`src/rtl/bcd_convert_n.sv`:
```
// Sequential binary-to-BCD converter using shift-add-3 (double dabble),
// one input bit per clock. Produces DIGITS BCD nibbles with optional
// leading-zero blanking (4'hF = blank) and an exact overflow flag.
module bcd_convert_n #(
  parameter int WIDTH    = 14,
  parameter int DIGITS   = 4,
  parameter bit BLANK_LZ = 1'b1
) (
  input  logic                  clk,
  input  logic                  rst,
  input  logic [WIDTH-1:0]      value,
  input  logic                  start,
  output logic                  ready,
  output logic                  done,
  output logic                  overflow,
  output logic [4*DIGITS-1:0]   digits
);

  localparam int BW = 4 * DIGITS;
  localparam int CW = $clog2(WIDTH + 1);

  localparam logic [1:0] IDLE   = 2'd0;
  localparam logic [1:0] CONV   = 2'd1;
  localparam logic [1:0] FINISH = 2'd2;

  logic [1:0]       state;
  logic [BW-1:0]    bcd;
  logic [WIDTH-1:0] bin;
  logic [CW-1:0]    cnt;
  logic             ovf;
  logic [BW-1:0]    bcd_adj;

  // Add 3 to every nibble that is 5 or more, so the following doubling
  // carries correctly into the next decimal digit.
  function automatic logic [BW-1:0] add3(input logic [BW-1:0] b);
    logic [BW-1:0] r;
    logic [3:0]    nib;
    r = b;
    for (int i = 0; i < DIGITS; i++) begin
      nib = b[4*i +: 4];
      if (nib >= 4'd5) r[4*i +: 4] = nib + 4'd3;
    end
    return r;
  endfunction

  // Replace zero digits above the most significant non-zero digit with
  // 4'hF; digit 0 always stays visible so a zero result reads as ...F0.
  function automatic logic [BW-1:0] blank_lz(input logic [BW-1:0] b);
    logic [BW-1:0] r;
    logic          lead;
    r    = b;
    lead = 1'b1;
    for (int i = DIGITS - 1; i >= 1; i--) begin
      if (lead && (b[4*i +: 4] == 4'd0)) r[4*i +: 4] = 4'hF;
      else lead = 1'b0;
    end
    return r;
  endfunction

  // Nibble correction feeding the shift in CONV.
  always_comb begin
    bcd_adj = add3(bcd);
  end

  assign ready = (state == IDLE);

  // Control FSM, shift register and registered outputs.
  always_ff @(posedge clk or negedge rst) begin
    if (!rst) begin
      state    <= IDLE;
      bcd      <= '0;
      bin      <= '0;
      cnt      <= '0;
      ovf      <= 1'b0;
      done     <= 1'b0;
      overflow <= 1'b0;
      digits   <= '1;
    end else begin
      done <= 1'b0;
      case (state)
        IDLE: begin
          if (start) begin
            bcd   <= '0;
            bin   <= value;
            cnt   <= CW'(WIDTH);
            ovf   <= 1'b0;
            state <= CONV;
          end
        end
        CONV: begin
          // A carry out of the top digit means the value needs more
          // than DIGITS digits; it is remembered until FINISH.
          ovf <= ovf | bcd_adj[BW-1];
          bcd <= {bcd_adj[BW-2:0], bin[WIDTH-1]};
          bin <= {bin[WIDTH-2:0], 1'b0};
          cnt <= cnt - CW'(1);
          if (cnt == CW'(1)) state <= FINISH;
        end
        FINISH: begin
          done  <= 1'b1;
          state <= IDLE;
          if (ovf) begin
            overflow <= 1'b1;
            digits   <= '1;
          end else begin
            overflow <= 1'b0;
            digits   <= BLANK_LZ ? blank_lz(bcd) : bcd;
          end
        end
        default: state <= IDLE;
      endcase
    end
  end

endmodule
```
`config.mk`:
```
export PLATFORM = sky130hd
export DESIGN_NAME = bcd_convert_n
export DESIGN_NICKNAME = d
export VERILOG_FILES = /design/src/rtl/bcd_convert_n.sv
export SDC_FILE = /design/constraint.sdc
export NUM_CORES = 1
export LEC_CHECK = 0
export BUFFER_PORTS_ARGS = -buffer_cell sky130_fd_sc_hd__buf_2
export CAP_MARGIN = 40
export CORE_MARGIN = 2
export CORE_UTILIZATION = 45
export DETAILED_ROUTE_END_ITERATION = 16
export PLACE_DENSITY = 0.66
export SLEW_MARGIN = 20
export SYNTH_ARGS = -nofsm -noshare
export SYNTH_HDL_FRONTEND = slang
export SYNTH_SLANG_ARGS = --single-unit
```
`constraint.sdc`:
```
create_clock -name clk -period 1.5 [get_ports clk]
set_clock_uncertainty 0.05 [all_clocks]
set_input_delay 0.075 -clock clk [delete_from_list [all_inputs] [get_ports clk]]
set_output_delay 0.075 -clock clk [all_outputs]
set_load 0.005 [all_outputs]
```
==> run metrics <==
post-synth top area cell dfrtp_1; top-count cell post-synth dfrtp_1; final hold slack 94.65 ps; Final Hold Fails 0; warnings from Yosys 0; reg2reg start bcd[12]$_DFFE_PN0P_; outcome complete, no violations; crit path to digits[7]$_DFFE_PN1P_; vias 2261; Post-synth ARST share 100.0%; Synth Cell Area 2828 um^2; Reg2Reg Setup Slack 10 ps; leak pwr 1.629 nW; synth top area cells dfrtp_1 35%, dfstp_2 15%, ha_1 5.3%; DRT iter0 DRCs 120; Reg clk slew, reported paths 90 ps; Top Family by Delay on Critical Path simple AND/OR/NAND/NOR gates; met1 global-route usage 23.02%; Syn-to-layout area delta 20.09%; critical path peak fanout 5; Slew headroom 73.46%; Starting Density 47.20%; WP buf/inv 1; total grt overflow 0; CP max stage cell dfrtp_1; Yosys reg bits 55; Via-to-Cell Ratio 5.396; Layout fillers 568; Final setup viols 0; Root Buffer clkbuf_8; Die W 83.27 um; Mapped Cells 288; Max-Cap Viols 0; critical path launch point type register; fin crit share 99.10%; # rows 28; antenna fix cells 0; IO buf count 35; Peak supply drop 0.8885 mV; DRC Markers 0; I/O pin total 36; Critical Path Stages 5; initial antenna violation count 0; CP Data Required Time 1680 ps; sequential share of the synthesized area 49.38%; crit path from bcd[12]$_DFFE_PN0P_; drt total wl 5892 um; Max Slew Vio Count 0; Synth top cells by count 39 x dfrtp_1, 36 x nand2_1, 20 x a21oi_1, 20 x inv_1, 16 x dfstp_2; syn avg cell area 9.818 um^2; Setup WS post-layout 13.56 ps; DRT antenna net count 0; r2r worst-path depth 5; PD cells 1987 nW/um^2; first-pass GRT wire length 10070 um; Final nets 372; Hold Path Class in -> reg; top-area cell type share of the netlist area 34.51%; # clock sinks 55; largest net degree at the start of global routing 56; CTS tree done; share of post-route cells with drive strength above 1 30.81%; clock period minus worst slack 1486 ps; Detail Placement HPWL 4060 um; Crit Path Class reg -> reg; Setup WS pre-CTS -33.87 ps; core area 5991 um^2; Max clock buf depth 2; drt pass-1 iters 4; final RePlAce weighted congestion 0.8029; syn_nets 317; worst-skew pair later-pin latency 300 ps; Arr. time, crit path 1670 ps; maximum achievable frequency 672.7 MHz; wire per inst 14.06 um; Slew @ Worst Pin 398.1 ps; DIE HEIGHT 83.27 um; CP Cell Sequence inv_2 -> ha_4 -> nor3b_4 -> nand4_1 -> a21oi_1; Most Used Layer, Global Route met2; CP peak stage delay 400 ps; vias in the first global route 2168; Main synth FF type dfrtp_1; CP endpoint kind register; unrepaired setup endpoints after global routing yes; Overall Power 6.749 mW; reg2reg end digits[7]$_DFFE_PN1P_; die area 6934 um^2; met2 usage 29.18%; Netlist cell types 44; met3 Use GR 2.584%; htree depth 2; Overall Global Routing Usage 17.59%; TritonCTS Buffers 5; Post-synth EDFFs 0
[layer usage]
metal	routed length, um	part of all wire [%]
met2	2821	48
met1	2730	46
met3	213	3.6
met5	0	0
met4	127	2.2
[registers in the layout, indices dropped and copies added, names as in the netlist]
register,flops
done,1
bin,14
state,2
overflow,1
ovf,1
digits,16
bcd,16
cnt,4
[power breakdown]
group / internal [mW] / switching, mW / leakage [nW]
Combinational: 1.62 / 1.70 / 0.918
Sequential: 2.14 / 0.442 / 0.663
Clock: 0.374 / 0.468 / 0.0482
Total: 4.13 / 2.62 / 1.63
[stage by stage]
stage	instances	area (um^2)	utilization (%)	TNS (ps)
6_report	419	3396	56.68	0
5_1_grt	419	3396	56.68	-248.7
4_1_cts	414	3316	55.35	0
3_5_place_dp	405	3201	53.43	-41.41
3_3_place_gp	405	3201	53.43	0
2_1_floorplan	288	2828	-	0
[logic make-up after synthesis]
kind of cell,share of synthesized area [%]
AOI/OAI and AO/OA,21.99
and+or+nand+nor,16.42
DFF,49.38
buffers and inverters,5.929
adders and majority gates,5.310
xor gates and xnor gates,0.6196
muxes,0.3540
[cell type report]
cell class              count  area (um^2)  area share, %
well taps                  75        93.84          2.763
clock inverters             1        5.005         0.1474
flip-flops and latches     55         1396          41.12
clock buffers               7        86.33          2.542
inverters                  21        78.83          2.321
multi-input cells         195         1320          38.87
repair buffers             65        415.4          12.23
[worst reg2reg max path, stage by stage, from the launching register on]
cell and delay, ps:
dfrtp_1 400, inv_2 80, ha_4 160, nor3b_4 230, nand4_1 270, a21oi_1 230
[cell usage in the layout, fill, tap and decap left out, types with 5 or more instances in the layout]
cell type / n
nand2_1: 36
ha_1: 10
and3b_1: 13
o21ai_0: 15
a21oi_1: 18
inv_1: 16
buf_4: 28
nor2_1: 13
nor3_1: 5
buf_2: 35
inv_2: 5
o31ai_1: 6
o21ai_1: 10
dfrtp_1: 39
a31oi_1: 5
clkbuf_8: 6
dfstp_2: 16
nand2b_1: 7
o2111ai_1: 8
o211ai_1: 6
[timing repair]
| action | in CTS | in global routing |
|---|---|---|
| pin swaps | 2 | 3 |
| resized for setup | 3 | 14 |
| setup endpoints to repair | 5 | 17 |
| hold endpoints to repair | 55 | 0 |
| setup buffers | 0 | 5 |
| gates cloned | 0 | 0 |
| hold buffers | 1 | 0 |
[how the worst min path moves through the flow]
stage	startpoint	endpoint	slack, ps	depth (start not counted)
5_1_grt	value[9]	bin[9]$_DFFE_PN0P_	120	4
6_report	value[0]	bin[0]$_DFFE_PN0P_	90	4
3_5_place_dp	rst	bcd[15]$_DFFE_PN0P_	50	2
3_3_place_gp	rst	bcd[14]$_DFFE_PN0P_	50	2
2_1_floorplan	rst	bcd[0]$_DFFE_PN0P_	-270	0
4_1_cts	value[0]	bin[0]$_DFFE_PN0P_	90	4
Power figures use the tool's default switching activity.
